===== src/rtl/branch_seq_ctrl_pkg.sv =====
`default_nettype none
// +----------------------------------------------------------------------------+
// | branch_seq_ctrl_pkg                                                        |
// | Shared types and constants for the PA-RISC branch sequencing controller.   |
// | Revision: 1.0                                                              |
// +----------------------------------------------------------------------------+
package branch_seq_ctrl_pkg;

    typedef enum logic [1:0] {
        S_IDLE  = 2'd0,
        S_REDIR = 2'd1,
        S_NULL  = 2'd2,
        S_PEND  = 2'd3
    } state_t;

    // Condition selects; a COMB with COMB_TF=1 branches when the condition is false
    localparam logic [2:0] C_NEVER = 3'b000;
    localparam logic [2:0] C_EQ    = 3'b001;  // Z
    localparam logic [2:0] C_LT    = 3'b010;  // N != V
    localparam logic [2:0] C_LE    = 3'b011;  // Z | (N != V)
    localparam logic [2:0] C_LTU   = 3'b100;  // !C (borrow)
    localparam logic [2:0] C_LEU   = 3'b101;  // !C | Z
    localparam logic [2:0] C_SV    = 3'b110;  // V
    localparam logic [2:0] C_NEG   = 3'b111;  // N

    localparam int FLAG_Z = 3;
    localparam int FLAG_N = 2;
    localparam int FLAG_C = 1;
    localparam int FLAG_V = 0;

endpackage
`default_nettype wire


===== src/rtl/branch_seq_ctrl_if.sv =====
`default_nettype none
// +----------------------------------------------------------------------------+
// | branch_seq_ctrl_if                                                         |
// | EX-stage branch information in, PC-mux redirect / squash controls out.     |
// | Revision: 1.0                                                              |
// +----------------------------------------------------------------------------+
interface branch_seq_ctrl_if #(
    parameter int ADDR_W = 32
);
    logic              br_valid;
    logic              BL;
    logic              COMB;
    logic              COMB_TF;
    logic [2:0]        C;
    logic [3:0]        ACC;
    logic              n_bit;
    logic              br_backward;
    logic [ADDR_W-1:0] br_target;
    logic              pc_sel;
    logic [ADDR_W-1:0] redirect_pc;
    logic              flush_if;
    logic              nullify_ds;

    modport master (
        output br_valid, BL, COMB, COMB_TF, C, ACC, n_bit, br_backward, br_target,
        input  pc_sel, redirect_pc, flush_if, nullify_ds
    );

    modport slave (
        input  br_valid, BL, COMB, COMB_TF, C, ACC, n_bit, br_backward, br_target,
        output pc_sel, redirect_pc, flush_if, nullify_ds
    );
endinterface
`default_nettype wire


===== src/rtl/branch_seq_ctrl_ch.sv =====
`default_nettype none
// +----------------------------------------------------------------------------+
// | branch_seq_ctrl_ch                                                         |
// | Condition handler: resolves the taken flag J from C/ACC, BL and COMB.      |
// | Revision: 1.0                                                              |
// +----------------------------------------------------------------------------+
module branch_seq_ctrl_ch
    import branch_seq_ctrl_pkg::*;
(
    input  wire logic       i_bl,
    input  wire logic       i_comb,
    input  wire logic       i_comb_tf,
    input  wire logic [2:0] i_cond,
    input  wire logic [3:0] i_acc,
    output logic            o_j
);
    logic w_cond;

    always_comb begin
        w_cond = 1'b0;
        case (i_cond)
            C_NEVER: w_cond = 1'b0;
            C_EQ:    w_cond = i_acc[FLAG_Z];
            C_LT:    w_cond = i_acc[FLAG_N] ^ i_acc[FLAG_V];
            C_LE:    w_cond = i_acc[FLAG_Z] | (i_acc[FLAG_N] ^ i_acc[FLAG_V]);
            C_LTU:   w_cond = ~i_acc[FLAG_C];
            C_LEU:   w_cond = ~i_acc[FLAG_C] | i_acc[FLAG_Z];
            C_SV:    w_cond = i_acc[FLAG_V];
            C_NEG:   w_cond = i_acc[FLAG_N];
            default: w_cond = 1'b0;
        endcase
    end

    assign o_j = i_bl | (i_comb & (w_cond ^ i_comb_tf));

endmodule
`default_nettype wire


===== src/rtl/branch_seq_ctrl.sv =====
`default_nettype none
// +----------------------------------------------------------------------------+
// | branch_seq_ctrl                                                            |
// | Branch sequencer: PC redirect, IF flush, delay-slot nullify, stats.        |
// | Revision: 1.0                                                              |
// +----------------------------------------------------------------------------+
module branch_seq_ctrl
    import branch_seq_ctrl_pkg::*;
#(
    parameter int ADDR_W = 32,
    parameter int CNT_W  = 16
) (
    input  wire logic         clk,
    input  wire logic         rst_n,
    input  wire logic         stall,
    branch_seq_ctrl_if.slave  bus,
    output logic              busy,
    output logic [CNT_W-1:0]  taken_cnt,
    output logic [CNT_W-1:0]  null_cnt
);
    state_t             r_state;
    logic               r_pc_sel;
    logic               r_flush_if;
    logic               r_nullify_ds;
    logic [ADDR_W-1:0]  r_redirect_pc;
    logic [ADDR_W-1:0]  r_pend_tgt;
    logic [CNT_W-1:0]   r_taken_cnt;
    logic [CNT_W-1:0]   r_null_cnt;

    logic               w_j;
    logic               w_nullify;
    logic [CNT_W-1:0]   w_taken_inc;
    logic [CNT_W-1:0]   w_null_inc;

    branch_seq_ctrl_ch u_ch (
        .i_bl      (bus.BL),
        .i_comb    (bus.COMB),
        .i_comb_tf (bus.COMB_TF),
        .i_cond    (bus.C),
        .i_acc     (bus.ACC),
        .o_j       (w_j)
    );

    // J xor backward covers both COMB cases: forward-taken and backward-not-taken
    assign w_nullify = bus.n_bit & (bus.BL | (bus.COMB & (w_j ^ bus.br_backward)));

    assign w_taken_inc = (r_taken_cnt == '1) ? r_taken_cnt : r_taken_cnt + 1'b1;
    assign w_null_inc  = (r_null_cnt  == '1) ? r_null_cnt  : r_null_cnt  + 1'b1;

    always_ff @(posedge clk) begin
        if (!rst_n) begin
            r_state       <= S_IDLE;
            r_pc_sel      <= 1'b0;
            r_flush_if    <= 1'b0;
            r_nullify_ds  <= 1'b0;
            r_redirect_pc <= '0;
            r_pend_tgt    <= '0;
            r_taken_cnt   <= '0;
            r_null_cnt    <= '0;
        end else if (!stall) begin
            // Outputs are single-cycle pulses unless a state below re-asserts them
            r_pc_sel      <= 1'b0;
            r_flush_if    <= 1'b0;
            r_nullify_ds  <= 1'b0;
            r_redirect_pc <= '0;
            case (r_state)
                S_IDLE: begin
                    if (bus.br_valid) begin
                        if (w_j) begin
                            r_state       <= S_REDIR;
                            r_pc_sel      <= 1'b1;
                            r_flush_if    <= 1'b1;
                            r_redirect_pc <= bus.br_target;
                            r_nullify_ds  <= w_nullify;
                            r_taken_cnt   <= w_taken_inc;
                            if (w_nullify) begin
                                r_null_cnt <= w_null_inc;
                            end
                        end else if (w_nullify) begin
                            r_state      <= S_NULL;
                            r_nullify_ds <= 1'b1;
                            r_null_cnt   <= w_null_inc;
                        end
                    end
                end
                S_REDIR: begin
                    // A live branch in the delay slot gets its target parked for one cycle
                    if (bus.br_valid && !r_nullify_ds && w_j) begin
                        r_state    <= S_PEND;
                        r_pend_tgt <= bus.br_target;
                    end else begin
                        r_state <= S_IDLE;
                    end
                end
                S_NULL: begin
                    r_state <= S_IDLE;
                end
                S_PEND: begin
                    r_state       <= S_IDLE;
                    r_pc_sel      <= 1'b1;
                    r_flush_if    <= 1'b1;
                    r_redirect_pc <= r_pend_tgt;
                    r_pend_tgt    <= '0;
                    r_taken_cnt   <= w_taken_inc;
                end
                default: begin
                    r_state <= S_IDLE;
                end
            endcase
        end
    end

    assign bus.pc_sel      = r_pc_sel;
    assign bus.flush_if    = r_flush_if;
    assign bus.nullify_ds  = r_nullify_ds;
    assign bus.redirect_pc = r_redirect_pc;
    assign busy            = (r_state != S_IDLE);
    assign taken_cnt       = r_taken_cnt;
    assign null_cnt        = r_null_cnt;

endmodule
`default_nettype wire

===== src/flat_wrapper.sv =====
// flat-port wrapper written by rule: the top's interface ports become plain ports
module branch_seq_ctrl_flat import branch_seq_ctrl_pkg::*;
#(
    parameter int ADDR_W = 32,
    parameter int CNT_W  = 16
)
  (clk, rst_n, stall, busy, taken_cnt, null_cnt, bus_br_valid, bus_BL, bus_COMB, bus_COMB_TF, bus_C, bus_ACC, bus_n_bit, bus_br_backward, bus_br_target, bus_pc_sel, bus_redirect_pc, bus_flush_if, bus_nullify_ds);
  branch_seq_ctrl_if #(.ADDR_W(ADDR_W)) bus_i ();
  input  wire logic clk;
  input  wire logic rst_n;
  input  wire logic stall;
  output logic busy;
  output logic [CNT_W-1:0] taken_cnt;
  output logic [CNT_W-1:0] null_cnt;
  input wire logic [$bits(bus_i.br_valid)-1:0] bus_br_valid;
  input wire logic [$bits(bus_i.BL)-1:0] bus_BL;
  input wire logic [$bits(bus_i.COMB)-1:0] bus_COMB;
  input wire logic [$bits(bus_i.COMB_TF)-1:0] bus_COMB_TF;
  input wire logic [$bits(bus_i.C)-1:0] bus_C;
  input wire logic [$bits(bus_i.ACC)-1:0] bus_ACC;
  input wire logic [$bits(bus_i.n_bit)-1:0] bus_n_bit;
  input wire logic [$bits(bus_i.br_backward)-1:0] bus_br_backward;
  input wire logic [$bits(bus_i.br_target)-1:0] bus_br_target;
  output wire logic [$bits(bus_i.pc_sel)-1:0] bus_pc_sel;
  output wire logic [$bits(bus_i.redirect_pc)-1:0] bus_redirect_pc;
  output wire logic [$bits(bus_i.flush_if)-1:0] bus_flush_if;
  output wire logic [$bits(bus_i.nullify_ds)-1:0] bus_nullify_ds;
  assign bus_i.br_valid = bus_br_valid;
  assign bus_i.BL = bus_BL;
  assign bus_i.COMB = bus_COMB;
  assign bus_i.COMB_TF = bus_COMB_TF;
  assign bus_i.C = bus_C;
  assign bus_i.ACC = bus_ACC;
  assign bus_i.n_bit = bus_n_bit;
  assign bus_i.br_backward = bus_br_backward;
  assign bus_i.br_target = bus_br_target;
  assign bus_pc_sel = bus_i.pc_sel;
  assign bus_redirect_pc = bus_i.redirect_pc;
  assign bus_flush_if = bus_i.flush_if;
  assign bus_nullify_ds = bus_i.nullify_ds;
  branch_seq_ctrl #(.ADDR_W(ADDR_W), .CNT_W(CNT_W)) u_core (.clk(clk), .rst_n(rst_n), .stall(stall), .bus(bus_i), .busy(busy), .taken_cnt(taken_cnt), .null_cnt(null_cnt));
endmodule

===== config.mk =====
export PLATFORM = sky130hd
export DESIGN_NAME = branch_seq_ctrl_flat
export DESIGN_NICKNAME = d
export VERILOG_FILES = /design/src/rtl/branch_seq_ctrl_pkg.sv /design/src/rtl/branch_seq_ctrl_if.sv /design/src/rtl/branch_seq_ctrl_ch.sv /design/src/rtl/branch_seq_ctrl.sv /design/src/flat_wrapper.sv
export SDC_FILE = /design/constraint.sdc
export NUM_CORES = 1
export LEC_CHECK = 0
export CAP_MARGIN = 25
export CORE_ASPECT_RATIO = 1.25
export CORE_UTILIZATION = 45
export CTS_BUF_LIST = sky130_fd_sc_hd__clkbuf_8
export CTS_CLUSTER_DIAMETER = 60
export CTS_CLUSTER_SIZE = 12
export DETAILED_ROUTE_END_ITERATION = 10
export PLACE_DENSITY = 0.77
export SLEW_MARGIN = 20
export SYNTH_ARGS = -nofsm -noshare
export SYNTH_HDL_FRONTEND = slang
export SYNTH_SLANG_ARGS = --single-unit

===== constraint.sdc =====
create_clock -name clk -period 2.9 [get_ports clk]
set_input_delay 0.435 -clock clk [delete_from_list [all_inputs] [get_ports clk]]
set_output_delay 0.435 -clock clk [all_outputs]
set_load 0.02 [all_outputs]

======== Word level (Yosys, flattened, before mapping) ========
Index checks and enable logic that the tools add are counted.
cells by class
  $add $sub $neg .......................... 2
  multiply operators ...................... 0
  divide/modulo/power cells ............... 0
  order comparisons ....................... 0
  equal/unequal tests ..................... 16
  shifts and indexed selects .............. 0
  mux-type cells .......................... 22
  bitwise gates (word level) .............. 13
  reduce and logical (&&, ||, !) cells .... 13
operators by type and width
  kind                                                   number
  case mux 32 bit (2 select lines)                       2
  2-to-1 mux 32 bit                                      3
  2-to-1 mux 16 bit                                      3
  adder 16 x 1 -> 16 bit, second input constant          2
  == test 16 bit, second input constant                  2
  case mux 16 bit (2 select lines)                       1
  == test 3 bit, second input constant                   4
  2-to-1 mux 2 bit                                       4
  case mux 1 bit (8 select lines)                        1
  == test 3 x 2 -> 1 bit, second input constant          2
  2-to-1 mux 1 bit                                       6
  case mux 2 bit (3 select lines)                        1
  AND reduction 3 bit                                    2
  nonzero test 2 bit                                     3
  AND reduction 5 bit                                    1
  == test 2 bit, second input constant                   2
  inequality test 2 x 1 -> 1 bit, second input constant  2
  bitwise OR 1 bit                                       4
  AND reduction 4 bit                                    1
  bitwise AND 1 bit                                      3
  == test 3 x 1 -> 1 bit, second input constant          1
  logical NOT 3 bit                                      1
  inequality test 3 x 1 -> 1 bit, second input constant  1
  NOT 1 bit                                              3
  other kinds (8)                                        11
storage, ports and cells
  flip-flop bits (word level) ............. 100
  latch bits .............................. 0
  RAM bits ................................ 0
  ROM bits ................................ 0
  output and inout port bits .............. 68
  word-level logic and storage cells ...... 73
  memories kept ........................... 0

======== Longest topological paths before layout ========
  word-level depth ........................ 14
  gate-level depth with buffers ........... 10
  depth with buffers taken out ............ 8

======== Modules after synthesis ========
Synthesis repeated with hierarchy kept, for this count alone.
unflattened totals
  cell total of the unflattened synthesis .. 525
  area, all modules ....................... 4,672.0 um^2
modules (own cells, without submodules)
  module              times used  cells each  area an instance (um^2)
  branch_seq_ctrl     1           516         4,599.4
  branch_seq_ctrl_ch  1           9           72.6

======== Worst setup path before layout ========
No wires, ideal clock.
  path type ............................... input -> register
  start point ............................. input bus_ACC[2]
  end point ............................... register u_core.r_null_cnt[13], in the netlist u_core.null_cnt[13]
  arrival ................................. 2.438 ns
  required time ........................... 2.830 ns
  slack ................................... 0.391 ns
  stages .................................. 8
  path buffers ............................ 1
  cells stage by stage .................... xor2_1 -> a222oi_1 -> a31oi_1 -> and2_1 -> buf_6 -> or4_4 -> or3_1 -> a21oi_1
on the way
  longest elaborated chain between the ends .. 11
ends and longest elaborated chain
  element                            RTL line                                            text
  from (decl)                        flat_wrapper.sv:20                                  input wire logic [$bits(bus_i.ACC)-1:0] bus_ACC;
  bitwise XOR 1 bit                  branch_seq_ctrl_ch.sv:24, branch_seq_ctrl_ch.sv:25
  bitwise OR 1 bit                   branch_seq_ctrl_ch.sv:25                            C_LE: w_cond = i_acc[FLAG_Z] | (i_acc[FLAG_N] ^ i_acc[FLAG_V]);
  case mux 1 bit (8 select lines) *  branch_seq_ctrl_ch.sv:21                            case (i_cond)
  bitwise XOR 1 bit *                branch_seq_ctrl_ch.sv:34                            assign o_j = i_bl | (i_comb & (w_cond ^ i_comb_tf));
  bitwise AND 1 bit *                branch_seq_ctrl_ch.sv:34
  bitwise OR 1 bit *                 branch_seq_ctrl_ch.sv:34
  bitwise XOR 1 bit *                branch_seq_ctrl.sv:45                               assign w_nullify = bus.n_bit & (bus.BL | (bus.COMB & (w_j ^ bus.br_backward)));
  bitwise AND 1 bit *                branch_seq_ctrl.sv:45
  bitwise OR 1 bit *                 branch_seq_ctrl.sv:45
  bitwise AND 1 bit *                branch_seq_ctrl.sv:45
  AND reduction 5 bit (no line) *    n/a
  to (signal assigned)               branch_seq_ctrl.sv:77                               r_null_cnt <= w_null_inc;
  to (signal assigned)               branch_seq_ctrl.sv:82                               r_null_cnt <= w_null_inc;
  to (decl)                          branch_seq_ctrl.sv:28                               logic [CNT_W-1:0] r_null_cnt;
Every way passes the cells marked *; elsewhere a longest branch is shown, timed or not.
A chain may end at the register's enable or synchronous reset.

======== Worst setup path in the final report ========
  start point ............................. input bus_ACC[2]
  end point ............................... register u_core.r_redirect_pc[22], in the netlist u_core.bus.redirect_pc[22]
on the way
  longest elaborated chain between the ends .. 9
ends and longest elaborated chain
  element                             RTL line                                            text
  bitwise XOR 1 bit                   branch_seq_ctrl_ch.sv:24, branch_seq_ctrl_ch.sv:25
  bitwise OR 1 bit                    branch_seq_ctrl_ch.sv:25
  case mux 1 bit (8 select lines) *   branch_seq_ctrl_ch.sv:21
  bitwise XOR 1 bit *                 branch_seq_ctrl_ch.sv:34
  bitwise AND 1 bit *                 branch_seq_ctrl_ch.sv:34
  bitwise OR 1 bit *                  branch_seq_ctrl_ch.sv:34
  2-to-1 mux 32 bit *                 branch_seq_ctrl.sv:69                               if (w_j) begin
  2-to-1 mux 32 bit *                 branch_seq_ctrl.sv:68                               if (bus.br_valid) begin
  case mux 32 bit (2 select lines) *  branch_seq_ctrl.sv:66                               case (r_state)
  to (signal assigned)                branch_seq_ctrl.sv:73                               r_redirect_pc <= bus.br_target;
  to (signal assigned)                branch_seq_ctrl.sv:102                              r_redirect_pc <= r_pend_tgt;
  to (decl)                           branch_seq_ctrl.sv:25                               logic [ADDR_W-1:0] r_redirect_pc;
Marked as above.

==> flow_results.org <==
** Yosys
- Leading post-synthesis cells by instance count :: sky130_fd_sc_hd__dfxtp_1 (100), sky130_fd_sc_hd__nor2_1 (59), sky130_fd_sc_hd__inv_1 (41)
- Most area-consuming cells after synthesis :: sky130_fd_sc_hd__dfxtp_1 (47%), sky130_fd_sc_hd__a222oi_1 (7.8%), sky130_fd_sc_hd__a22oi_1 (5.8%)
- Leading cell type by number of instances after synthesis :: sky130_fd_sc_hd__dfxtp_1
- Cell Area, Synth :: 4250 sq um
- Average footprint of a synthesized cell :: 9.101 sq um
- Synthesized Nets :: 520
- Post-synthesis instance total :: 467
- During synthesis, Yosys emitted a total of 0 warnings.
- Leading register cell type out of synthesis :: sky130_fd_sc_hd__dfxtp_1
- Count of unique library cells instantiated by Yosys :: 46
- Post-synth top area share :: 47.10%
- Async set-or-reset flop fraction in the synthesized netlist :: 0%
- Yosys mapped a number of flops with a built-in enable equal to 0.
- Number of synthesized register bits :: 100
- Sequential element share of the synthesized area :: 47.10%
- Summed over all instances, the cell type with the most area after synthesis is sky130_fd_sc_hd__dfxtp_1.

** Layout
- # nets final :: 628
- Multi-input logic area :: 1963 sq um
- Summing all non-filler instances in the final layout gives an area of 5797 sq um.
- Cells with a size suffix above 1 make up 7.241% of the layout.
- Number of antenna repair diodes :: 0
- The layout has about 820 filler cells.
- Area Overhead vs Synth :: 36.39%
- Count of placed standard cells in the final layout, fillers left out :: 703
- Storage cell area :: roughly 2000 sq um

** Power and ir drop
- Sw Ratio :: 27.81%
- Relative contribution of sequential cells to total power :: between 50% and 60%
- In this run, the combinational gates consume 13.6% of the power.
- Largest voltage drop on the vdd net :: 284.9 uV
- Dividing total power by cell area gives a power density of 459.3 nW/um^2.
- Cell internal power was estimated by the tool at 1.922 mW.
- The clock network accounts for 32.9% of the total power.
- In this run the static leakage power is 2.292 nW.
- The analysis attributes to net switching a power of 0.7405 mW.
- Total power after layout :: roughly 2.7 mW

** Critical path
- The slowest stage of the critical path belongs to the cell sky130_fd_sc_hd__clkdlybuf4s50_1.
- Critical Path RT :: 3160 ps
- Crit path max-delay family :: buffers and inverters
- STA classifies the critical path startpoint as an input pin.
- Cell type with the highest occurrence count on the critical path :: sky130_fd_sc_hd__a222oi_1
- Cells along the critical path :: clkdlybuf4s50_1 -> xor2_1 -> a222oi_1 -> buf_4 -> mux2i_1 -> and3_1 -> nor3_2 -> buf_12 -> a222oi_1 -> inv_1
- Worst-path fanout max :: 32
- Stage delay of the slowest cell on the critical path :: between 400 and 500 ps
- The number of buffers and inverters on the critical path is 4.
- The critical path is of the in2reg type.
- For the worst setup path, the data arrival time is 2800 ps.
- Element type at the critical path end :: flip-flop

** Drt
- Per-cell via count in the routed design :: 5.630
- Final wirelength :: ~11000 um
- For this run, the detailed router's first-pass iteration total came to 8.
- In this run the remaining antenna-violating nets after routing total 0.
- First-iteration detailed-routing DRC count :: between 500 and 600
- In the final routed layout, each cell accounts on average for 15.58 um.
- Summing over every cut layer, the via total after detailed routing is 3958.
- After detailed routing, the number of remaining DRC violations is 0.

** Placement
- In this run the cell area measured after placement is about 5600 sq um.
- The number of placed instances, taps included, is 687.
- Gpl congestion :: ~0.85
- HPWL after DPL :: 7565 um
- At the placement stage, the worst setup path has a slack of -24.04 ps.
- Port buffering added 115 buffers.

** Timing
- Number of hold violations in the final report :: 0
- Final period utilization :: 87.70%
- RSZ-0062 raised after global routing :: false
- Headroom to the max-slew limit came out at 56.05%.
- The max-slew violation total from the final report was 0.
- The clock arrives with 12.60 ps of skew.
- Transition time at the pin with the least slew margin :: 659.2 ps
- Once routing completed, OpenROAD measured the worst setup slack at ~360 ps.
- Setup violations remaining at the end of the flow were counted as 0.
- Subtracting the final worst setup slack from the clock period gives 2543 ps.
- Based on the critical path, the design can be clocked at up to 0.3932 GHz.
- After routing, the total negative slack on setup checks comes to 0 ps.

** Clock tree
- Post-CTS timing repair inserted 0 buffers for setup.
- Number of buffers on the longest clock path :: 2
- Clock insertion delay at the later pin of the skew report :: 370 ps
- After clock tree synthesis, the clock-pin slew on the worst setup and hold paths is between 100 and 150 ps.
- Clock tree synthesis found a total of 100 sinks.
- TritonCTS built the clock tree.
- Total of cells resized after clock tree synthesis :: 0
- In this run, CTS created clock tree buffers numbering 9.
- Root Driver :: sky130_fd_sc_hd__clkbuf_8
- For this design, the CTS-stage hold fixing added 0 buffers.
- The clock tree synthesis step divided the H-tree into 3 levels.

** GRT
- Maximum number of pins on one net before global-route repair :: 36
- Overflow left after global routing :: 0
- The via count of the first global-routing pass is 3840.
- The first global-routing pass estimated about 18000 um of wire.
- Aggregate global-route resource usage :: 22.83%
- Antenna violations before repair :: 0

** Job
- Count of maximum capacitance violations :: 0

** Floorplan
- The die covers 9840 sq um.
- From bottom edge to top edge, the die measures 110.7 um.
- Ports :: about 120
- Once the floorplan was initialized, standard cells occupied 46.33% of the core.
- Chip Width :: 88.93 um
- The core region is 9174 sq um.
- Total number of placement rows :: 39

** Hold path
- In this run the worst hold path is classified as reg2reg.

** Status
- Run status :: finished, final reports clean
[logic make-up after synthesis]
| group | after synthesis | share of synthesized area, % |
|---|---|---|
| XOR/XNOR | 22 | 4.534 |
| AO/OA/AOI/OAI | 95 | 18.43 |
| flip-flops | 100 | 47.10 |
| AND/OR/NAND/NOR | 159 | 18.78 |
| buffers and inverters | 75 | 7.065 |
| multiplexers | 11 | 2.620 |
| adder cells (fa/ha/maj) | 5 | 1.472 |
[cell type report]
type,count,area share [%]
clock buffers,9,2.137
clock inverters,7,1.360
inverters,41,2.655
multi-input cells,292,33.87
flip-flops and latches,100,34.53
well taps,123,2.655
repair buffers,131,22.79
[power by group through the flow]
stage	Combinational, mW	Sequential (mW)	Clock, mW
2_1_floorplan	0.152	1.48	0
3_3_place_gp	0.353	1.46	0
3_5_place_dp	0.361	1.46	0
4_1_cts	0.363	1.43	0.906
5_1_grt	0.391	1.43	0.956
6_report	0.362	1.43	0.876
[cells in the final DEF (no fill, tap or decap), types with 9 or more instances in the layout]
cell | synthesis | layout
sky130_fd_sc_hd__clkdlybuf4s50_1 | 0 | 115
sky130_fd_sc_hd__dfxtp_1 | 100 | 100
sky130_fd_sc_hd__nor2_1 | 59 | 59
sky130_fd_sc_hd__inv_1 | 41 | 40
sky130_fd_sc_hd__a222oi_1 | 33 | 33
sky130_fd_sc_hd__a22oi_1 | 33 | 33
sky130_fd_sc_hd__nand2_1 | 21 | 21
sky130_fd_sc_hd__xnor2_1 | 19 | 19
sky130_fd_sc_hd__nand3_1 | 15 | 15
sky130_fd_sc_hd__buf_4 | 1 | 12
sky130_fd_sc_hd__nand2b_1 | 11 | 11
sky130_fd_sc_hd__mux2i_1 | 10 | 10
sky130_fd_sc_hd__nor3_1 | 10 | 9
sky130_fd_sc_hd__clkbuf_8 | 0 | 9
[worst paths after layout]
kind | from | end | slack [ps] | depth (start not counted)
worst max register to register | u_core.r_state[1] | u_core.null_cnt[13] | 550 | 8
worst max-delay path | bus_ACC[2] | u_core.bus.redirect_pc[22] | 360 | 10
worst min register to register | u_core.bus.redirect_pc[18] | u_core.bus.redirect_pc[18] | 480 | 2
worst min-delay path | u_core.bus.redirect_pc[18] | u_core.bus.redirect_pc[18] | 480 | 2
[worst min-delay path: cells and delay by family, from the launching register on]
family          cells  cell delay, ps
buf+inv             1              50
flops               1             350
compound gates      1              60
[stage by stage]
stage               hold slack (ps)  utilization [%]
floorplan                     455.8                -
global placement              447.8            60.97
detailed placement            450.3            60.98
CTS                           484.6            63.19
global route                  502.9            63.19
finish                        477.9            63.19
[per-layer routing]
metal  wire (um)  share of wire (%)  GRT usage [%]
met2        5550                 51          39.90
met4         198                1.8          8.280
met3         680                6.2          4.617
met1        4521                 41          26.98
met5           0                  0              0
[sequential cells by signal, indices dropped and copies added, names as in the netlist]
| name | cells |
|---|---|
| u_core.taken_cnt | 16 |
| u_core.bus.redirect_pc | 32 |
| u_core.bus.pc_sel | 1 |
| u_core.r_pend_tgt | 32 |
| u_core.null_cnt | 16 |
| u_core.r_state | 2 |
| u_core.bus.nullify_ds | 1 |
Power figures use the tool's default switching activity.
